$ cat config.mk
export PLATFORM = sky130hd
export DESIGN_NAME = seq_stim_driver
export DESIGN_NICKNAME = d
export VERILOG_FILES = /design/src/rtl/seq_stim_driver.sv
export SDC_FILE = /design/constraint.sdc
export NUM_CORES = 1
export LEC_CHECK = 0
export ABC_AREA = 1
export CAP_MARGIN = 30
export CORE_ASPECT_RATIO = 0.8
export CORE_UTILIZATION = 57
export CTS_CLUSTER_SIZE = 25
export DETAILED_ROUTE_END_ITERATION = 8
export GPL_ROUTABILITY_DRIVEN = 1
export GPL_TIMING_DRIVEN = 1
export MAX_ROUTING_LAYER = met4
export PLACE_DENSITY = 0.84
export SLEW_MARGIN = 20
export SYNTH_ARGS = -nofsm -noshare
export SYNTH_HDL_FRONTEND = slang
export SYNTH_SLANG_ARGS = --single-unit
$ cat constraint.sdc
create_clock -name clk -period 2.3 [get_ports clk]
set_clock_uncertainty 0.05 [all_clocks]
set_input_delay 0.69 -clock clk [delete_from_list [all_inputs] [get_ports clk]]
set_output_delay 0.69 -clock clk [all_outputs]
set_load 0.005 [all_outputs]
$ cat src/rtl/seq_stim_driver.sv
// On-chip stimulus/response driver: resets a two-input sequential DUT, steps {a,b} through a pattern,
// and counts high cycles on the DUT outputs. Define SEQ_STIM_LFSR_EN to drive {a,b} from a 4-bit LFSR.
module seq_stim_driver #(
    parameter int RST_CYCLES  = 2,
    parameter int HOLD_CYCLES = 2,
    parameter int NUM_STEPS   = 4,
    parameter int CNT_W       = 8
) (
    input  logic             clk,
    input  logic             reset_n,
    input  logic             start_in,
    input  logic             pause_in,
    input  logic             y1_in,
    input  logic             y2_in,
    output logic             dut_reset_n_out,
    output logic             a_out,
    output logic             b_out,
    output logic [1:0]       step_out,
    output logic             busy_out,
    output logic             done_out,
    output logic [CNT_W-1:0] y1_cnt_out,
    output logic [CNT_W-1:0] y2_cnt_out
);
    // One timer serves both the reset phase and the per-step hold.
    localparam int TMAX = (RST_CYCLES > HOLD_CYCLES) ? RST_CYCLES : HOLD_CYCLES;
    localparam int TW   = (TMAX > 1) ? $clog2(TMAX) : 1;
    localparam int SW   = (NUM_STEPS > 4) ? $clog2(NUM_STEPS) : 2;

    typedef enum logic [1:0] {S_IDLE, S_RST, S_RUN, S_DONE} state_t;

    state_t          state;
    logic [TW-1:0]   tmr;
    logic [SW-1:0]   step_q;
    logic [SW-1:0]   step_nxt;
    logic [CNT_W-1:0] y1_cnt;
    logic [CNT_W-1:0] y2_cnt;

    assign step_nxt   = step_q + SW'(1);
    assign step_out   = step_q[1:0];
    assign y1_cnt_out = y1_cnt;
    assign y2_cnt_out = y2_cnt;

`ifdef SEQ_STIM_LFSR_EN
    localparam logic [3:0] LFSR_SEED = 4'b1001;
    logic [3:0] lfsr;
    logic [3:0] lfsr_nxt;
    // x^4 + x^3 + 1, Fibonacci form shifting toward the MSB.
    assign lfsr_nxt = {lfsr[2:0], lfsr[3] ^ lfsr[2]};
`endif

    always_ff @(posedge clk or negedge reset_n) begin
        if (!reset_n) begin
            state           <= S_IDLE;
            tmr             <= '0;
            step_q          <= '0;
            y1_cnt          <= '0;
            y2_cnt          <= '0;
            dut_reset_n_out <= 1'b0;
            a_out           <= 1'b0;
            b_out           <= 1'b0;
            busy_out        <= 1'b0;
            done_out        <= 1'b0;
`ifdef SEQ_STIM_LFSR_EN
            lfsr            <= LFSR_SEED;
`endif
        end else begin
            done_out <= 1'b0;
            case (state)
                S_IDLE: begin
                    dut_reset_n_out <= 1'b0;
                    if (start_in) begin
                        state    <= S_RST;
                        busy_out <= 1'b1;
                        y1_cnt   <= '0;
                        y2_cnt   <= '0;
                        step_q   <= '0;
                        tmr      <= '0;
`ifdef SEQ_STIM_LFSR_EN
                        lfsr     <= LFSR_SEED;
`endif
                    end
                end
                S_RST: begin
                    if (tmr == TW'(RST_CYCLES - 1)) begin
                        state           <= S_RUN;
                        tmr             <= '0;
                        dut_reset_n_out <= 1'b1;
`ifdef SEQ_STIM_LFSR_EN
                        {a_out, b_out}  <= lfsr[1:0];
`else
                        {a_out, b_out}  <= step_q[1:0];
`endif
                    end else begin
                        tmr <= tmr + TW'(1);
                    end
                end
                S_RUN: begin
                    // A paused cycle neither advances the sequence nor counts toward the monitor.
                    if (!pause_in) begin
                        if (y1_in && (y1_cnt != {CNT_W{1'b1}}))
                            y1_cnt <= y1_cnt + CNT_W'(1);
                        if (y2_in && (y2_cnt != {CNT_W{1'b1}}))
                            y2_cnt <= y2_cnt + CNT_W'(1);
                        if (tmr == TW'(HOLD_CYCLES - 1)) begin
                            tmr <= '0;
                            if (step_q == SW'(NUM_STEPS - 1)) begin
                                state    <= S_DONE;
                                done_out <= 1'b1;
                                busy_out <= 1'b0;
                            end else begin
                                step_q <= step_nxt;
`ifdef SEQ_STIM_LFSR_EN
                                lfsr           <= lfsr_nxt;
                                {a_out, b_out} <= lfsr_nxt[1:0];
`else
                                {a_out, b_out} <= step_nxt[1:0];
`endif
                            end
                        end else begin
                            tmr <= tmr + TW'(1);
                        end
                    end
                end
                S_DONE: begin
                    state           <= S_IDLE;
                    dut_reset_n_out <= 1'b0;
                end
                default: state <= S_IDLE;
            endcase
        end
    end
endmodule

; ---- Word-level counts from Yosys, hierarchy flattened
; Cells that the tools add are included.
[totals]
register_bits = 26
in_bits = 6
out_inout_bits = 23
elab_cells = 87
[op_classes]
add_sub_neg = 4
n_eq_ne = 14
muxes = 43
n_reduce_logical = 16
[op_table]
columns = op, n
row1 = 8-bit two-way mux, 5
row2 = 8-bit case mux with 2 select lines, 2
row3 = 1-bit two-way mux, 20
row4 = 5-bit AND reduction, 4
row5 = 2-bit two-way mux, 9
row6 = "8-bit by 1-bit adder with 8-bit output, second input constant", 2
row7 = "2-bit != test, second input constant", 8
row8 = "8-bit != test, second input constant", 2
row9 = 1-bit case mux with 2 select lines, 4
row10 = 2-bit case mux with 4 select lines, 1
row11 = 4-bit AND reduction, 2
row12 = "2-bit == test, second input constant", 3
row13 = 2-bit nonzero test, 3
row14 = 2-bit case mux with 2 select lines, 1
row15 = 1-bit case mux with 3 select lines, 1
row16 = 3-bit AND reduction, 1
row17 = 3-bit nonzero test, 1
row18 = "2-bit by 1-bit adder with 2-bit output, second input constant", 1
row19 = "2-bit by 1-bit == test with 1-bit output, second input constant", 1
row20 = 1-bit logical AND, 2
row21 = 2-bit zero test, 1
row22 = 2-bit AND reduction, 1
row23 = 2-bit OR reduction, 1
row24 = "1-bit adder, second input constant", 1

; ---- Longest topological paths before layout
; Gate-level depths: netlist of the first run.
[depth]
ltp_word = 5
ltp_mapped = 9
depth_no_buf = 9

; ---- Worst setup path after synthesis of the first run
; OpenSTA, ideal clock, no wires.
[synth_path]
path_kind = register to register
startpoint = register state[0]
endpoint = register a_out
setup_time_ps = 122
t_arrival_ps = 1327
required_ps = 2128
path_slack_ps = 801
path_stages_with_launch = 10
n_path_buf = 1
period_less_slack_ps = 1499
path_cell_list = dfrtp_1 -> inv_1 -> ha_1 -> buf_6 -> nand2_1 -> nand2_1 -> nor2_2 -> nand3_1 -> nand2_1 -> o21ai_1
[synth_between]
elab_chain_len = 3
word_cells_on_any_way = 9
cone_classes = eq/ne: 6 / mux: 1 / reduce/logical: 2
[synth_lines]
columns = item, line_no
row1 = from (decl), 31  ; state_t state;
row2 = from (signal assigned), 53  ; state <= S_IDLE;
row3 = from (signal assigned), 72  ; state <= S_RST;
row4 = from (signal assigned), 85  ; state <= S_RUN;
row5 = 2-bit == test or 2-bit by 1-bit == test with 1-bit output (tied branches), 68  ; case (state)
row6 = 2-bit != test (no line) or 2-bit nonzero test (tied branches), -
row7 = 5-bit AND reduction (no line), -
row8 = to (signal assigned), 91  ; {a_out, b_out} <= step_q[1:0];
row9 = to (signal assigned), 116  ; {a_out, b_out} <= step_nxt[1:0];
row10 = to (decl), 16  ; output logic a_out,
; Several ways; a longest one is shown, not always the timed one.
; A chain may end at the register's enable or synchronous reset.

; ---- Final worst setup path of the first run
[layout_path]
startpoint = register y2_cnt[5], in the netlist y2_cnt_out[5]
endpoint = output port y2_cnt_out[5]
[layout_lines]
columns = item, line_no
row1 = from (decl), 36  ; logic [CNT_W-1:0] y2_cnt;
row2 = from (signal assigned), 103  ; y2_cnt <= y2_cnt + CNT_W'(1);
row3 = to (decl), 22  ; output logic [CNT_W-1:0] y2_cnt_out
; No word-level cell between the ends.

==> metrics, run 1 <==
core area 2810 um2; actual slew at the worst max-slew pin 0.343 ns; worst r2r dst y2_cnt_out[7]; Worst Setup Start Kind flop; site row count 17; DP HPWL 2560 um; iteration-0 DRC count of the detailed router 73; Reg2Reg Setup Slack 0.47 ns; GPL Wtd Cong 0.860; first-pass detailed-route iteration total 5; Bufs on Longest Clock Path 2; dpl ws 0.204 ns; Hold EP a_out; CP Cell Sequence clkdlybuf4s50_1; synthesized flop and latch total 26; crit path launch y2_cnt_out[5]; Routed wire per std cell 11.3 um; Warnings, synthesis 0; largest net degree at the start of global routing 27; post-synthesis cell type count 26; die width 63.2 um; first-pass GRT wire length 6090 um; Worst-path clk slew 0.10 ns; worst flop-to-flop path startpoint state[0]; area of the multi-input gates 930 um2; H-tree depth 1; PwrDens 1030 nW/um2; CTS Buf Count 3; CP peak stage delay 0.54 ns; Max rail drop VDD 0.925 mV; Worst-Skew Late Latency 0.28 ns; Mapped Area 1710 um2; Die Y 51.0 um; Util after Layout 0.745; detailed-route via count 1536; Top delay family on crit path buffers and inverters; post-layout min period 2.03 ns; Gates resized, CTS repair 0; Nets 285; crit path DAT 1.29 ns; leakage power 1.03 nW; Max-Cap Viols 0; vias in the first global route 1392; WL final 3440 um; syn_area_per_cell 7.24 um2; initial antenna violation count 0; Hold Path Class flop to flop; Tot GR Track Use 0.257; Worst path slowest cell clkdlybuf4s50_1; final hold violation count 0; Max FO, Critical Path 7; Sequential cell area 651 um2; Max-slew headroom 0.772; CTS Sinks 26; Via-to-Cell Ratio 5.02; Max Fclk 0.493 GHz; fin worst setup slack 0.272 ns; Hold Startpoint a_out; Detail Route Antenna Nets 0; syn_nets 252; # port buffers 28; Slew Viols, Final 0; Antenna diodes 0; critical path endpoint category output port; total power 0.00216 W; worst path bufs/invs 1; WP data required 1.56 ns; number of filler cells placed in the layout 244; # DRC 0; Cells on Worst Hold Path 2; endpoints failing setup 0; crit path kind flop to output port; initial core utilization 0.609; Gate Count Post-Synth 236; global route overflow 0; Area Overhead vs Synth 22.3%; Root Driver clkbuf_8; Seq/Total Area, Yosys 0.381; TritonCTS clock tree done; Post-CTS Hold Fix Bufs 0; final setup TNS 0 ns; Min Hold Slack 0.463 ns; outcome completed; Post-CTS Setup Inserts 0; fin crit share 0.882; Ports 29; FF-to-FF path depth 9; layout cells sized above 1 0.119; Die Area 3220 um2; RSZ-0062 raised after global routing false
==> tightest hold or removal path: cells and delay by family, from the launching register on <==
family	cells	cell delay, ns
flops	1	0.36
compound gates	1	0.06
simple gates	1	0.05
==> registers in the layout, indices dropped and copies added (netlist names) <==
name,count
dut_reset_n_out,1
y2_cnt_out,8
y1_cnt_out,8
b_out,1
tmr,1
step_out,2
state,2
done_out,1
a_out,1
busy_out,1
==> logic make-up (layout without fill, tap and decap cells) <==
family	count (synthesis)	after routing	share of synthesized area
buffers and inverters	31	63	0.0754
and+or+nand+nor	151	151	0.406
AOI/OAI and AO/OA	18	18	0.0652
adders and majority gates	10	10	0.0732
DFF	26	26	0.381
==> synthesized netlist by cell type <==
cell	n	area [um2]
a21oi_1	2	10.0
a21oi_2	3	26.3
buf_2	1	5.00
buf_4	1	7.51
buf_6	1	11.3
dfrtp_1	26	651
ha_1	10	125
inv_1	25	93.8
inv_2	3	11.3
nand2_1	82	308
nand2_2	8	50.1
nand2_4	3	33.8
nand2_8	1	20.0
nand3_1	15	75.1
nand3b_1	2	15.0
nor2_1	30	113
nor2_2	4	25.0
nor2_4	1	11.3
nor2_8	1	20.0
nor3_1	3	15.0
nor3b_1	1	7.51
o21ai_0	5	25.0
o21ai_1	4	20.0
o21ai_2	1	8.76
o21bai_1	2	15.0
o22ai_1	1	6.26
==> report_power, final <==
group / switching [W] / internal, W
clock network: 0.000152 / 0.000153
registers: 0.000105 / 0.000562
logic: 0.000714 / 0.000471
==> through the flow <==
stage / area, um2 / std cells
2_1_floorplan: 1710 / 236
3_3_place_gp: 2040 / 302
3_5_place_dp: 2040 / 302
4_1_cts: 2090 / 306
5_1_grt: 2090 / 306
6_report: 2090 / 306
==> placed cells by master (no fill, tap or decap), drive strengths merged <==
master and count:
nand3b 2, ha 10, dfrtp 26, o22ai 1, nor3b 1, buf 3, o21bai 2, a21oi 5
inv 28, clkbuf 4, nor3 3, clkdlybuf4s50 28, nand2 94, o21ai 10, nand3 15, nor2 36
==> per-layer routing <==
| metal | share of wire | wire length [um] | vias up | global-route usage |
|---|---|---|---|---|
| met5 | 0 | 0 | - | - |
| met4 | 0.022 | 76 | 0 | 0.110 |
| met3 | 0.043 | 147 | 8 | 0.0469 |
| met2 | 0.46 | 1580 | 35 | 0.435 |
| met1 | 0.48 | 1640 | 698 | 0.305 |
| li1 | - | - | 795 | - |
==> worst max path at each step <==
stage,to,slack [ns],depth (start not counted)
after floorplan,a_out,0.80,9
after global placement,y1_cnt_out[6],0.25,9
after detailed placement,y2_cnt_out[7],0.20,9
after CTS,y2_cnt_out[5],0.27,1
after global routing,y2_cnt_out[5],0.22,1
final,y2_cnt_out[5],0.27,1
==> final cells by class <==
cell class,count,area share
tap,38,0.0227
inverter,28,0.0503
multi-input combinational,179,0.445
sequential,26,0.311
clock buffer,4,0.0263
timing repair buffer,31,0.145
Power figures use the tool's default switching activity.
==> run 2, diff against run 1 <==
- CORE_UTILIZATION: 57 -> 53
- PLACE_DENSITY: 0.84 -> 0.79
- clock period: 2.3 -> 2.2 ns (I/O delays scaled with it)
==> metrics, run 2 (synthesized netlist as in run 1, its figures left out) <==
Gates resized, CTS repair 0 (unchanged); DP Area 2040 um2 (+0.12%); vias in the first global route 1358 (-2.4%); # DRC 0 (unchanged); layout cells sized above 1 0.119 (unchanged); Top delay family on crit path buffers and inverters; fin worst setup slack 0.205 ns (-0.0670 ns); global route overflow 0 (unchanged); dpl ws 0.133 ns (-0.0713 ns); CTS Buf Count 3 (unchanged); grt peak-use layer met2; outcome completed; first-pass detailed-route iteration total 4 (-1); CTS Sinks 26 (unchanged); post-layout min period 2.00 ns; DP HPWL 2640 um (+3.4%); number of filler cells placed in the layout 271 (+11%); Die Y 52.8 um (+3.6%); final setup TNS 0 ns (unchanged); Worst-Skew Late Latency 0.28 ns (about the same); Max-Cap Viols 0 (unchanged); endpoints failing setup 0 (unchanged); Die Area 3460 um2 (+7.3%); actual slew at the worst max-slew pin 0.336 ns (-0.00667 ns); most frequent cells in the layout nand2_1 (82), nor2_1 (30), clkdlybuf4s50_1 (28), dfrtp_1 (26), inv_1 (25); Nets 285 (unchanged); design area 2110 um2 (+0.90%); CP Cell Sequence clkdlybuf4s50_1; Tot GR Track Use 0.232 (-0.0249); initial core utilization 0.554 (-0.0548); H-tree depth 1 (unchanged); worst path bufs/invs 1 (unchanged); Util after Layout 0.684 (-0.0610); WP data required 1.49 ns (-0.07 ns); die width 65.5 um (+3.6%); Max rail drop VDD 0.868 mV (-6.1%); site row count 18 (+1); Routed wire per std cell 11.1 um (-1.7%); met1 usage 0.281 (-0.0238); PwrDens 1110 nW/um2 (+7.6%); final hold violation count 0 (unchanged); first-pass GRT wire length 5890 um (-3.4%); met3 GRT Util 0.0457 (-0.00122); # port buffers 28 (unchanged); Slew Viols, Final 0 (unchanged); most common cell after layout, fill and taps aside nand2_1; CP peak stage delay 0.54 ns (about the same); Post-CTS Setup Inserts 0 (unchanged); core area 3090 um2 (+9.9%); Post-CTS Hold Fix Bufs 0 (unchanged); met2 Use GR 0.392 (-0.0437); crit path kind flop to output port; Ports 29 (unchanged); Root Driver clkbuf_8; Bufs on Longest Clock Path 2 (unchanged); iteration-0 DRC count of the detailed router 98 (+34%); initial antenna violation count 0 (unchanged); fin crit share 0.907; Hold Path Class flop to flop; Antenna diodes 0 (unchanged); leakage power 1.03 nW (+0.68%); Area Overhead vs Synth 23.4%; critical path endpoint category output port; Max-slew headroom 0.776 (+0.00445); WL final 3410 um (-1.0%); Via-to-Cell Ratio 4.90 (-2.4%); largest net degree at the start of global routing 27 (unchanged); crit path DAT 1.29 ns (about the same); RSZ-0062 raised after global routing false; Worst Setup Start Kind flop; Max FO, Critical Path 7 (unchanged); TritonCTS clock tree done; Worst path slowest cell clkdlybuf4s50_1; detailed-route via count 1509 (-1.8%); GPL Wtd Cong 0.800 (-7.0%); Max Fclk 0.501 GHz; Detail Route Antenna Nets 0 (unchanged); Worst-path clk slew 0.09 ns (about the same)
==> run 2: changes by cell type in the layout (fill, tap and decap cells not counted), sizes merged <==
cell,change
clkbuf,-1
bufinv,+1
==> run 2: area by class of cell <==
| type | instances | area (um2) | share of cell area |
|---|---|---|---|
| multi-input combinational | 179 | 930 | 0.441 |
| timing repair buffer | 31 | 303 | 0.144 |
| inverter | 28 | 105 | 0.0498 |
| tap | 40 | 50.0 | 0.0237 |
| clock buffer | 3 | 41.3 | 0.0196 |
| sequential | 26 | 651 | 0.308 |
| clock inverter | 1 | 30.0 | 0.0142 |
==> run 2: path summary, 6_finish.rpt <==
path | start | to | slack (ns) | cells past startpoint
max in group asynchronous | reset_n | tmr | 1.16 | 2
min in group asynchronous | reset_n | y2_cnt_out[2] | 0.69 | 2
worst max register to register | state[0] | y1_cnt_out[5] | 0.38 | 9
worst max-delay path | y2_cnt_out[5] | y2_cnt_out[5] | 0.20 | 1
worst min-delay path | dut_reset_n_out | dut_reset_n_out | 0.46 | 2
worst min register to register | dut_reset_n_out | dut_reset_n_out | 0.46 | 2
==> run 2: metrics by stage <==
step | hold WS (ns) | total power, W | cells
5_1_grt | 0.499 | 0.00255 | 308
4_1_cts | 0.468 | 0.00236 | 308
3_5_place_dp | 0.442 | 0.00195 | 304
2_1_floorplan | 0.314 | 0.00160 | 236
3_3_place_gp | 0.429 | 0.00192 | 304
6_report | 0.462 | 0.00234 | 308
==> run 2: report_power, final <==
part | switching [W] | internal (W)
Sequential | 0.000107 | 0.000588
Combinational | 0.000750 | 0.000493
Clock | 0.000162 | 0.000244
Total | 0.00102 | 0.00132
==> run 2: per-layer routing <==
layer  vias to the layer above  share of wire
met5                         -              0
met3                         5          0.028
met1                       684           0.48
met4                         0          0.010
li1                        796              -
met2                        24           0.48
